`config.mk`:
```
export PLATFORM = sky130hd
export DESIGN_NAME = psm_carrier_gen
export DESIGN_NICKNAME = d
export VERILOG_FILES = /design/src/rtl/psm_carrier_gen.sv
export SDC_FILE = /design/constraint.sdc
export NUM_CORES = 1
export LEC_CHECK = 0
export ABC_AREA = 1
export CORE_UTILIZATION = 64
export DETAILED_ROUTE_END_ITERATION = 8
export PLACE_DENSITY = 0.86
export RECOVER_POWER = 50
export SETUP_SLACK_MARGIN = 0.1
export SYNTH_ARGS = -nofsm -noshare
export SYNTH_HDL_FRONTEND = slang
export SYNTH_SLANG_ARGS = --single-unit
```
`constraint.sdc`:
```
create_clock -name CLK -period 7.45 [get_ports CLK]
set_clock_uncertainty 0.2 [all_clocks]
set_input_delay 2.235 -clock CLK [delete_from_list [all_inputs] [get_ports CLK]]
set_output_delay 2.235 -clock CLK [all_outputs]
set_load 0.005 [all_outputs]
```
`src/rtl/psm_carrier_gen.sv`:
```
// Square-wave PSM generator: free-running period counter with duty compare and phase
// offset; new settings are taken through a pending register and applied at period boundaries.
module psm_carrier_gen #(
    parameter int BITS_DATA = 8
) (
    input  logic                 CLK,
    input  logic                 RST,
    input  logic                 iEN,
    input  logic [BITS_DATA-1:0] iPERIOD,
    input  logic [BITS_DATA-1:0] iDUTY,
    input  logic [BITS_DATA-1:0] iPHASE,
    input  logic                 iLOAD,
    output logic                 oPSM,
    output logic                 oSYNC,
    output logic                 oACK,
    output logic                 oPEND
);

    logic [BITS_DATA-1:0] r_per_p, r_duty_p, r_ph_p;
    logic [BITS_DATA-1:0] r_per_a, r_duty_a, r_ph_a;
    logic [BITS_DATA-1:0] r_cnt;
    logic                 r_pend;
    logic                 r_psm, r_sync, r_ack;

    logic [BITS_DATA-1:0] w_ph_in;
    logic                 w_last;
    logic                 w_run;
    logic                 w_boundary;
    logic                 w_apply;
    logic [BITS_DATA:0]   w_sum;
    logic [BITS_DATA:0]   w_pos;

    // A phase that is not below the period is meaningless, so it collapses to 0.
    assign w_ph_in    = (iPHASE >= iPERIOD) ? '0 : iPHASE;
    assign w_run      = iEN && (r_per_a != '0);
    assign w_last     = (r_cnt == (r_per_a - BITS_DATA'(1)));
    assign w_boundary = !iEN || (r_per_a == '0) || w_last;
    assign w_apply    = w_boundary && (iLOAD || r_pend);

    assign w_sum = {1'b0, r_cnt} + {1'b0, r_ph_a};
    assign w_pos = (w_sum >= {1'b0, r_per_a}) ? (w_sum - {1'b0, r_per_a}) : w_sum;

    always_ff @(posedge CLK) begin
        if (RST) begin
            r_per_p  <= '0;
            r_duty_p <= '0;
            r_ph_p   <= '0;
            r_pend   <= 1'b0;
        end else if (w_apply) begin
            r_pend <= 1'b0;
        end else if (iLOAD) begin
            r_per_p  <= iPERIOD;
            r_duty_p <= iDUTY;
            r_ph_p   <= w_ph_in;
            r_pend   <= 1'b1;
        end
    end

    // A load landing on a boundary bypasses the pending set entirely.
    always_ff @(posedge CLK) begin
        if (RST) begin
            r_per_a  <= '0;
            r_duty_a <= '0;
            r_ph_a   <= '0;
        end else if (w_apply) begin
            if (iLOAD) begin
                r_per_a  <= iPERIOD;
                r_duty_a <= iDUTY;
                r_ph_a   <= w_ph_in;
            end else begin
                r_per_a  <= r_per_p;
                r_duty_a <= r_duty_p;
                r_ph_a   <= r_ph_p;
            end
        end
    end

    always_ff @(posedge CLK) begin
        if (RST) begin
            r_cnt <= '0;
        end else if (w_apply || !w_run || w_last) begin
            r_cnt <= '0;
        end else begin
            r_cnt <= r_cnt + BITS_DATA'(1);
        end
    end

    always_ff @(posedge CLK) begin
        if (RST) begin
            r_psm  <= 1'b0;
            r_sync <= 1'b0;
            r_ack  <= 1'b0;
        end else begin
            r_psm  <= w_run && (w_pos < {1'b0, r_duty_a});
            r_sync <= w_run && (r_cnt == '0);
            r_ack  <= w_apply;
        end
    end

    assign oPSM  = r_psm;
    assign oSYNC = r_sync;
    assign oACK  = r_ack;
    assign oPEND = r_pend;

endmodule
```
==> impl_summary.txt, run 1 <==
----------------------------------------------------
[Run status]
  Outcome ... complete, but fails checks
  Violated checks ... capacitance limit, slew limit

[Power and ir drop]
  Ratio of total power to cell area ... 207 nW/um2
  Portion of total power attributed to sequential cells ... around 38%
  Peak supply drop ... 0.149 mV
  Comb pwr share ... between 30% and 40%
  Leakage Power ... 0.00238 uW
  Switching share of power ... 36.6%
  Sw Pwr ... about 350 uW
  Clock power frac ... between 20% and 30%
  Cell-internal power ... ~600 uW

[Yosys]
  Adder-cell share of the synthesized area ... about 11%
  Avg Synthesized Cell Area ... 6.71 um2
  Mapped Area ... approximately 4200 um2
  Fraction of the yosys area taken by sequential cells ... roughly 29%
  Synthesis Warnings ... 0
  Post-synth net total ... roughly 700
  Xor/xnor share of the synthesized area ... between 5 and 6%
  Fraction of the mapped netlist area in compound gates ... under 10%
  Fraction of synthesized area in multiplexers ... 0%
  Number of unique standard cell types used by synthesis ... 35
  Basic-gate share of the synthesized area counting and, or, nand and nor cells ... ~38%
  Number of cells produced by synthesis ... 622
  Combinational family with the most area after synthesis ... simple AND/OR/NAND/NOR gates
  Number of synthesized register bits ... 60

[Place]
  Half-perimeter wire length after placement ... 6880 um
  DP Area ... 4450 um2
  IO Port Bufs ... 31
  GP Congestion ... around 0.96
  Pre-CTS WS ... between 2 and 2.5 ns

[Timing]
  RSZ-0062 raised after global routing ... false
  Final total negative setup slack ... 0 ns
  Final Hold Vio Count ... 0
  Final setup vio count ... 0
  Slew @ Worst Pin ... between 1.5 and 2 ns
  Max-slew headroom at the worst pin ... -1.57%
  Min Tclk post-route ... between 6 and 7 ns
  Max frequency ... between 0.15 and 0.2 GHz
  Part of the cycle the worst path needs ... 81.8%
  Minimum setup slack in the final design ... between 1 and 1.5 ns
  Final max-slew violation count ... 50

[Routing]
  TritonRoute pass-1 iters ... 5
  Drt via density ... 5.71
  DRC errors left ... 0
  Wire length on met3 ... ~380 um
  DRT iter0 DRCs ... approximately 180
  Average wire per standard cell ... around 13 um
  Number of vias in the routed layout ... around 4100
  Metal-1 WL ... 4310 um
  Number of routed nets with antenna violations ... 0
  Final routed wirelength across all metal layers ... roughly 9600 um
  Met2 wire length ... approximately 4700 um
  Highest metal layer with signal wires ... met4

[Finish]
  Finished layout cell area ... 4610 um2
  Fraction of final layout cells with drive strength greater than 1 ... ~4.2%
  Area taken by multi-input logic gates ... ~2500 um2
  Area taken by flip-flops and latches ... 1200 um2
  Synth-to-Final Area Change ... 10.4%
  Final net count ... 700
  Final core area utilization ... approximately 73%
  ANT cells ... 0
  Number of fill cells in the layout ... around 540

[Global routing]
  Global Route Usage Sum ... approximately 30%
  Pin count of the biggest net entering global routing ... about 100
  Initial antenna violation count ... 0
  First-pass GRT wire length ... approximately 15000 um
  Global-route congestion overflow total ... 0
  Number of global-route vias before repair ... about 3500

[Floorplanning]
  Placement Rows ... 29
  Number of top-level pins ... 32
  Core ar. ... around 6300 um2
  Floorplan die height ... 82.8 um
  Horizontal die dimension ... between 80 and 90 um
  Die area ... ~7000 um2
  Initial core utilization ... between 60% and 70%

[Setup path]
  Arrival time at the worst endpoint ... slightly above 6 ns
  Worst-path fanout max ... 49
  Startpoint type of the worst setup path ... input pin
  Crit path capture type ... register
  Setup Crit Path Kind ... input pin to register
  Worst EP required ... approximately 7.5 ns

[CTS]
  Number of setup buffers added after CTS ... 0
  Number of gates resized after CTS ... 0
  Num CTS Buffers ... 9
  Number of sinks driven by the clock tree ... 60
  Clock insertion delay at the later pin of the skew report ... between 0.3 and 0.4 ns
  Clock slew at the register clock pins of the worst setup and hold paths ... 0.06 ns
  CTS Hold Buffers Added ... 0
  Root buf cell ... sky130_fd_sc_hd__clkbuf_8
  H-Tree Level Count ... 3
  Maximum buffer depth of the clock tree ... 2
  Clock tree from TritonCTS ... done

[Flow run]
  Reported max-cap violation count ... 2

[Worst hold path]
  Class of the tightest hold or removal check ... register to register

----------------------------------------------------
-- area by class of cell --
type,count,share of cell area [%]
multi-input combinational,455,55.0
clock inverter,2,0.217
timing repair buffer,33,7.06
clock buffer,13,3.45
tap,77,2.09
inverter,76,6.19
sequential,60,26.1
-- worst max-delay path, stage by stage --
cell and delay (ns):
sky130_fd_sc_hd__dlygate4sd3_1 0.52, sky130_fd_sc_hd__inv_1 0.04, sky130_fd_sc_hd__a41oi_1 0.37, sky130_fd_sc_hd__nand2_1 0.98, sky130_fd_sc_hd__nand2_1 1.57, sky130_fd_sc_hd__nand3_1 0.27, sky130_fd_sc_hd__nand2_1 0.14
-- power groups by stage --
stage	Combinational, uW	Clock (uW)	Sequential [uW]
2_1_floorplan	266	0	362
3_3_place_gp	324	0	366
3_5_place_dp	333	0	367
4_1_cts	335	258	360
5_1_grt	386	274	363
6_report	337	257	360
-- synth_stat cells --
master	n	area share, %
sky130_fd_sc_hd__a211oi_1	1	0.18
sky130_fd_sc_hd__a21oi_1	18	2.2
sky130_fd_sc_hd__a31oi_1	4	0.60
sky130_fd_sc_hd__a41oi_1	1	0.21
sky130_fd_sc_hd__and3_1	1	0.15
sky130_fd_sc_hd__buf_1	5	0.45
sky130_fd_sc_hd__buf_2	6	0.72
sky130_fd_sc_hd__buf_4	3	0.54
sky130_fd_sc_hd__buf_6	2	0.54
sky130_fd_sc_hd__clkbuf_1	15	1.3
sky130_fd_sc_hd__dfxtp_1	60	29
sky130_fd_sc_hd__fa_1	2	0.96
sky130_fd_sc_hd__ha_1	35	10
sky130_fd_sc_hd__inv_1	70	6.3
sky130_fd_sc_hd__inv_2	6	0.54
sky130_fd_sc_hd__nand2_1	178	16
sky130_fd_sc_hd__nand2_2	4	0.60
sky130_fd_sc_hd__nand3_1	63	7.6
sky130_fd_sc_hd__nand3b_1	1	0.18
sky130_fd_sc_hd__nand4_1	59	8.8
sky130_fd_sc_hd__nor2_1	31	2.8
sky130_fd_sc_hd__nor2_4	1	0.27
sky130_fd_sc_hd__nor3_1	6	0.72
sky130_fd_sc_hd__nor3_2	1	0.24
sky130_fd_sc_hd__nor4_1	1	0.15
sky130_fd_sc_hd__o211ai_1	2	0.36
sky130_fd_sc_hd__o21a_1	1	0.18
sky130_fd_sc_hd__o21ai_0	14	1.7
sky130_fd_sc_hd__o21bai_1	1	0.18
sky130_fd_sc_hd__o221ai_1	1	0.21
sky130_fd_sc_hd__o31ai_1	1	0.18
sky130_fd_sc_hd__or2_2	2	0.30
sky130_fd_sc_hd__xnor2_1	9	1.9
sky130_fd_sc_hd__xor2_1	16	3.4
sky130_fd_sc_hd__xor2_2	1	0.39
-- logic make-up after synthesis --
logic type               after synthesis
AND/OR/NAND/NOR                      348
buffers and inverters                107
flip-flops                            60
AO/OA/AOI/OAI                         44
adder cells (fa/ha/maj)               37
XOR/XNOR                              26
-- sequential cells by signal, summed over array words and instances, names as in the netlist --
register and cells:
r_per_a 8, oPEND 1, r_ph_p 8, oACK 1
r_duty_a 8, r_cnt 8, r_per_p 8, oPSM 1
r_ph_a 8, oSYNC 1, r_duty_p 8
-- path summary, 6_finish.rpt --
check        slack [ns]  cells after the start     endpoint        start
max reg2reg        2.56                     11    r_ph_a[7]   r_per_a[0]
max                1.36                      7    r_ph_a[7]          iEN
min                0.27                      2  r_duty_a[7]  r_duty_a[7]
min reg2reg        0.27                      2  r_duty_a[7]  r_duty_a[7]
-- placed cells by master (no fill, tap or decap), types with 2 or more instances in the layout --
| cell type | synthesis | routed |
|---|---|---|
| sky130_fd_sc_hd__buf_4 | 3 | 2 |
| sky130_fd_sc_hd__xnor2_1 | 9 | 9 |
| sky130_fd_sc_hd__clkinv_2 | 0 | 2 |
| sky130_fd_sc_hd__dlygate4sd3_1 | 0 | 6 |
| sky130_fd_sc_hd__nand2_1 | 178 | 180 |
| sky130_fd_sc_hd__o211ai_1 | 2 | 2 |
| sky130_fd_sc_hd__dfxtp_1 | 60 | 60 |
| sky130_fd_sc_hd__clkbuf_8 | 0 | 11 |
| sky130_fd_sc_hd__xor2_1 | 16 | 16 |
| sky130_fd_sc_hd__nand2_2 | 4 | 2 |
| sky130_fd_sc_hd__inv_2 | 6 | 5 |
| sky130_fd_sc_hd__a21oi_1 | 18 | 18 |
| sky130_fd_sc_hd__clkdlybuf4s50_1 | 0 | 25 |
| sky130_fd_sc_hd__o21ai_0 | 14 | 14 |
| sky130_fd_sc_hd__or2_2 | 2 | 2 |
| sky130_fd_sc_hd__nand4_1 | 59 | 59 |
| sky130_fd_sc_hd__inv_1 | 70 | 70 |
| sky130_fd_sc_hd__nor2_1 | 31 | 31 |
| sky130_fd_sc_hd__a31oi_1 | 4 | 4 |
| sky130_fd_sc_hd__nand3_1 | 63 | 63 |
| sky130_fd_sc_hd__nor3_1 | 6 | 6 |
| sky130_fd_sc_hd__fa_1 | 2 | 2 |
| sky130_fd_sc_hd__ha_1 | 35 | 35 |
| sky130_fd_sc_hd__clkbuf_1 | 15 | 2 |
-- metal layers --
layer  GRT usage (%)  vias up
li1                -     2088
met1            39.2     1870
met2            49.5      118
met3            3.50       14
met4            12.1        0
met5               0        -
-- stage by stage --
stage                     power, uW  instances  hold slack (ns)
after floorplan                 628        622            0.243
after CTS                       952        716            0.275
after global routing           1020        716            0.294
after global placement          690        701            0.254
after detailed placement        699        701            0.267
final                           954        716            0.274
(Power assumes the default switching activity.)
==> inputs of run 2 (changes only) <==
--- a/config.mk
+++ b/config.mk
@@ -6,9 +6,9 @@
 export NUM_CORES = 1
 export LEC_CHECK = 0
 export ABC_AREA = 1
-export CORE_UTILIZATION = 64
+export CORE_UTILIZATION = 54
 export DETAILED_ROUTE_END_ITERATION = 8
-export PLACE_DENSITY = 0.86
+export PLACE_DENSITY = 0.78
 export RECOVER_POWER = 50
 export SETUP_SLACK_MARGIN = 0.1
 export SYNTH_ARGS = -nofsm -noshare
==> constraint.sdc (replaced) <==
create_clock -name CLK -period 4.9 [get_ports CLK]
set_clock_uncertainty 0.2 [all_clocks]
set_input_delay 1.47 -clock CLK [delete_from_list [all_inputs] [get_ports CLK]]
set_output_delay 1.47 -clock CLK [all_outputs]
set_load 0.005 [all_outputs]
==> run 2 against run 1 <==
The flow still finishes with violations (capacitance limit, slew limit). Critical path depth did not move. Via count rose by 0.27%. Worst setup slack got worse by 0.70 ns. Sequential cell count did not move. Routed wire length rose by 9.2%. Non-clock buffer count rose by 6. Sequential power rose by 52%. Cell count rose by 4.1%. Clock power rose by 120%.
==> impl_summary.txt, run 2 (synthesis results as in run 1) <==
----------------------------------------------------
[Timing]
  Final Hold Vio Count ... 0
  Min Tclk post-route ... 4.24 ns
  Max-slew headroom at the worst pin ... -30.9%
  Final setup vio count ... 0
  Minimum setup slack in the final design ... around 0.66 ns
  Part of the cycle the worst path needs ... 86.5%
  Slew @ Worst Pin ... approximately 2 ns
  Final total negative setup slack ... 0 ns
  RSZ-0062 raised after global routing ... false
  Max frequency ... around 0.24 GHz
  Worst hold slack after final layout ... between 0.2 and 0.3 ns
  Final max-slew violation count ... 49

[Setup path]
  Worst EP required ... between 4 and 5 ns
  Setup Crit Path Kind ... input pin to register
  Startpoint type of the worst setup path ... input pin
  Worst-path fanout max ... between 40 and 50
  Arrival time at the worst endpoint ... about 4.3 ns
  Crit path capture type ... register

[Power and ir drop]
  Sw Pwr ... ~560 uW
  Peak supply drop ... about 0.19 mV
  Cell-internal power ... 1090 uW
  Leakage Power ... between 0.002 and 0.0025 uW
  Ratio of total power to cell area ... roughly 350 nW/um2
  Portion of total power attributed to sequential cells ... 33.0%
  Clock power frac ... 34.9%
  Comb pwr share ... around 32%
  Switching share of power ... 34.0%

[Routing]
  Number of routed nets with antenna violations ... 0
  Met2 wire length ... about 4700 um
  Final routed wirelength across all metal layers ... between 10000 and 15000 um
  Wire length on met3 ... 565 um
  Drt via density ... ~5.5
  DRC errors left ... 0
  Metal-1 WL ... ~5000 um
  Number of vias in the routed layout ... ~4100
  Average wire per standard cell ... around 14 um
  TritonRoute pass-1 iters ... 5
  DRT iter0 DRCs ... about 210
  Highest metal layer with signal wires ... met4

[CTS]
  Clock insertion delay at the later pin of the skew report ... around 0.34 ns
  H-Tree Level Count ... 3
  Number of gates resized after CTS ... 0
  Clock slew at the register clock pins of the worst setup and hold paths ... approximately 0.07 ns
  Number of sinks driven by the clock tree ... 60
  CTS Hold Buffers Added ... 0
  Num CTS Buffers ... 9
  Clock tree from TritonCTS ... done
  Maximum buffer depth of the clock tree ... 2
  Number of setup buffers added after CTS ... 0
  Root buf cell ... sky130_fd_sc_hd__clkbuf_8

[Floorplanning]
  Horizontal die dimension ... 89.9 um
  Core ar. ... approximately 7400 um2
  Initial core utilization ... 56.7%
  Die area ... about 8100 um2
  Number of top-level pins ... 32
  Floorplan die height ... 89.9 um
  Placement Rows ... 31

[Global routing]
  Pin count of the biggest net entering global routing ... 97
  First-pass GRT wire length ... between 15000 and 20000 um
  Global Route Usage Sum ... a little over a quarter
  Global-route congestion overflow total ... 0
  Initial antenna violation count ... 0
  Number of global-route vias before repair ... 3760

[Finish]
  Fraction of final layout cells with drive strength greater than 1 ... under 10%
  Synth-to-Final Area Change ... 14.9%
  Final net count ... 706
  Leading cell type in the layout, fill and taps excluded ... sky130_fd_sc_hd__nand2_1
  Commonest non-fill, non-tap cells in the layout ... 179 x sky130_fd_sc_hd__nand2_1, 70 x sky130_fd_sc_hd__inv_1, 63 x sky130_fd_sc_hd__nand3_1
  ANT cells ... 0
  Final core area utilization ... roughly 65%

[Run status]
  Outcome ... complete, but fails checks
  Violated checks ... capacitance limit, slew limit

[Place]
  Pre-CTS WS ... approximately 0.72 ns
  Half-perimeter wire length after placement ... 7720 um
  IO Port Bufs ... 31
  GP Congestion ... 0.937

[Flow run]
  Reported max-cap violation count ... 1

[Worst hold path]
  Class of the tightest hold or removal check ... register to register

----------------------------------------------------
==> run 2: cell type report <==
cell class              count  area, um2
fillers                   680       2570
clock inverters             5        106
repair buffers             39        392
inverters                  76        285
well taps                  99        124
multi-input cells         455       2540
clock buffers              11        151
flip-flops and latches     60       1200
==> run 2: stage by stage <==
step / cells / area, um2 / total power, uW
after floorplan: 622 / 4180 / 954
after global placement: 729 / 4540 / 1080
after detailed placement: 729 / 4540 / 1090
after CTS: 745 / 4800 / 1670
after global routing: 745 / 4800 / 1770
final: 745 / 4800 / 1660
==> run 2: critical path, stage by stage <==
cell                            delay (ns)
sky130_fd_sc_hd__dlygate4sd3_1        0.53
sky130_fd_sc_hd__inv_1                0.06
sky130_fd_sc_hd__a41oi_1              0.10
sky130_fd_sc_hd__nand2_2              0.19
sky130_fd_sc_hd__clkbuf_1             1.41
sky130_fd_sc_hd__nand4_1              0.36
sky130_fd_sc_hd__nand2_1              0.16
==> run 2: power groups by stage <==
| stage | logic [uW] | clock network (uW) | registers [uW] |
|---|---|---|---|
| 6_report | 533 | 578 | 547 |
| 2_1_floorplan | 405 | 0 | 550 |
| 3_5_place_dp | 530 | 0 | 557 |
| 5_1_grt | 612 | 610 | 549 |
| 4_1_cts | 534 | 587 | 546 |
| 3_3_place_gp | 521 | 0 | 555 |
==> run 2: final timing paths <==
check | cells after the start | slack [ns] | start | to
worst max-delay path | 7 | 0.66 | iEN | r_per_a[1]
worst min-delay path | 2 | 0.27 | r_duty_a[4] | r_duty_a[4]
worst max register to register | 27 | 0.67 | r_cnt[0] | oPSM
worst min register to register | 2 | 0.27 | r_duty_a[4] | r_duty_a[4]
==> run 2: routing by layer <==
metal	up-vias	GRT usage [%]
li1	2102	-
met1	1855	37.7
met2	128	43.7
met3	16	4.40
met4	0	8.60
met5	-	0
==> inputs of run 3 (changes only) <==
==> constraint.sdc (replaced) <==
create_clock -name CLK -period 4.9 [get_ports CLK]
set_clock_uncertainty 0.2 [all_clocks]
set_input_delay 1.47 -clock CLK [delete_from_list [all_inputs] [get_ports CLK]]
set_output_delay 1.47 -clock CLK [all_outputs]
set_load 0.1 [all_outputs]
==> run 3 against run 2 <==
The run still ends with capacitance limit, slew limit left. Sequential share of layout area unchanged. Global-route usage stayed put. Clock power hardly changed. Cell count is the same. Largest cell class unchanged. Largest power group unchanged.
==> impl_summary.txt, run 3 (synthesis results as in run 1) <==
----------------------------------------------------
[Floorplanning]
  Die area ... between 8000 and 9000 um2
  Floorplan die height ... about 90 um
  Number of top-level pins ... 32
  Placement Rows ... 31
  Core ar. ... between 7000 and 8000 um2
  Initial core utilization ... 56.7%
  Horizontal die dimension ... around 90 um

[Place]
  Inst Count DP ... roughly 730
  IO Port Bufs ... 31
  GP Congestion ... between 0.9 and 1
  Half-perimeter wire length after placement ... 7720 um

[CTS]
  Number of setup buffers added after CTS ... 0
  Clock tree from TritonCTS ... done
  Clock insertion delay at the later pin of the skew report ... ~0.34 ns
  Number of sinks driven by the clock tree ... 60
  H-Tree Level Count ... 3
  CTS Hold Buffers Added ... 0
  Clock slew at the register clock pins of the worst setup and hold paths ... roughly 0.070 ns
  Number of gates resized after CTS ... 0
  Num CTS Buffers ... 9
  Root buf cell ... sky130_fd_sc_hd__clkbuf_8
  Maximum buffer depth of the clock tree ... 2

[Global routing]
  Pin count of the biggest net entering global routing ... between 90 and 100
  Global Route Usage Sum ... 27.3%
  Initial antenna violation count ... 0
  Global-route congestion overflow total ... 0
  First-pass GRT wire length ... 17800 um
  Number of global-route vias before repair ... ~3800

[Setup path]
  Setup Crit Path Kind ... input pin to register
  Arrival time at the worst endpoint ... approximately 4.3 ns
  Startpoint type of the worst setup path ... input pin
  Worst EP required ... ~5.0 ns
  Worst-path fanout max ... 48
  Crit path capture type ... register

[Finish]
  Leading cell type in the layout, fill and taps excluded ... sky130_fd_sc_hd__nand2_1
  Final core area utilization ... 65.1%
  Post-Layout Cell Count ... about 750
  Final net count ... between 700 and 800
  Area taken by flip-flops and latches ... ~1200 um2
  Fraction of final layout cells with drive strength greater than 1 ... roughly 5.7%
  Area taken by multi-input logic gates ... approximately 2500 um2
  Commonest non-fill, non-tap cells in the layout ... 179 x sky130_fd_sc_hd__nand2_1, 70 x sky130_fd_sc_hd__inv_1, 63 x sky130_fd_sc_hd__nand3_1
  ANT cells ... 0
  Number of fill cells in the layout ... 680
  Synth-to-Final Area Change ... 14.9%

[Timing]
  Part of the cycle the worst path needs ... ~86%
  Worst hold slack after final layout ... between 0.2 and 0.3 ns
  Final total negative setup slack ... 0 ns
  RSZ-0062 raised after global routing ... false
  Final max-slew violation count ... about 50
  Max frequency ... roughly 0.24 GHz
  Max-slew headroom at the worst pin ... -31.1%
  Slew @ Worst Pin ... 1.97 ns
  Final setup vio count ... 0
  Final Hold Vio Count ... 0
  Min Tclk post-route ... 4.24 ns

[Power and ir drop]
  Ratio of total power to cell area ... around 350 nW/um2
  Peak supply drop ... 0.210 mV
  Sw Pwr ... between 500 and 600 uW
  Clock power frac ... between 30% and 40%
  Overall Power ... around 1700 uW
  Cell-internal power ... around 1100 uW
  Leakage Power ... between 0.002 and 0.0025 uW
  Comb pwr share ... roughly a third
  Switching share of power ... between 30% and 40%
  Portion of total power attributed to sequential cells ... around a third

[Routing]
  Number of vias in the routed layout ... a little over 4000
  DRC errors left ... 0
  Final routed wirelength across all metal layers ... 10500 um
  Average wire per standard cell ... about 14 um
  Drt via density ... ~5.5
  Number of routed nets with antenna violations ... 0
  DRT iter0 DRCs ... between 200 and 250
  TritonRoute pass-1 iters ... 5

[Flow run]
  Reported max-cap violation count ... 1

[Run status]
  Outcome ... complete, but fails checks
  Violated checks ... capacitance limit, slew limit

[Worst hold path]
  Class of the tightest hold or removal check ... register to register

----------------------------------------------------
-- run 3: cell types whose count changed in the layout (fill, tap and decap cells not counted), sizes merged --
cell           delta
dlygate4sd3       -4
clkdlybuf4s50     +4
-- run 3: layer usage --
layer	track usage (%)	up-vias	part of all wire [%]	wire length, um
met5	0	-	0	0
met4	8.60	0	1.8	188
met3	4.40	16	5.4	567
met2	43.7	128	45	4710
met1	37.7	1858	48	5000
li1	-	2103	-	-
-- run 3: power groups by stage --
| stage | Combinational [uW] | Sequential [uW] | Clock, uW |
|---|---|---|---|
| finish | 562 | 547 | 578 |
| global route | 641 | 550 | 610 |
| CTS | 561 | 546 | 587 |
| detailed placement | 557 | 557 | 0 |
| global placement | 549 | 555 | 0 |
| floorplan | 405 | 578 | 0 |
-- run 3: path summary, 6_finish.rpt --
kind	start	endpoint	slack (ns)	cells past startpoint
worst max register to register	r_cnt[0]	oPSM	0.67	27
worst min-delay path	r_duty_a[4]	r_duty_a[4]	0.27	2
worst max-delay path	iEN	r_per_a[1]	0.66	7
worst min register to register	r_duty_a[4]	r_duty_a[4]	0.27	2
-- run 3: per-stage QoR --
stage          area, um2  worst slack (ns)
2_1_floorplan       4180              1.03
3_3_place_gp        4540             0.860
3_5_place_dp        4540             0.724
4_1_cts             4800             0.683
5_1_grt             4800             0.174
6_report            4800             0.662
-- run 3: worst max-delay path, cell delays in order --
cell and delay, ns:
sky130_fd_sc_hd__dlygate4sd3_1 0.53, sky130_fd_sc_hd__inv_1 0.06, sky130_fd_sc_hd__a41oi_1 0.10, sky130_fd_sc_hd__nand2_2 0.19, sky130_fd_sc_hd__clkbuf_1 1.41, sky130_fd_sc_hd__nand4_1 0.35, sky130_fd_sc_hd__nand2_1 0.16
-- run 3: layout make-up --
class	instances	area share, %
multi-input combinational	455	52.9
inverter	76	5.95
clock buffer	11	3.16
tap	99	2.58
timing repair buffer	39	8.17
sequential	60	25.0
clock inverter	5	2.22
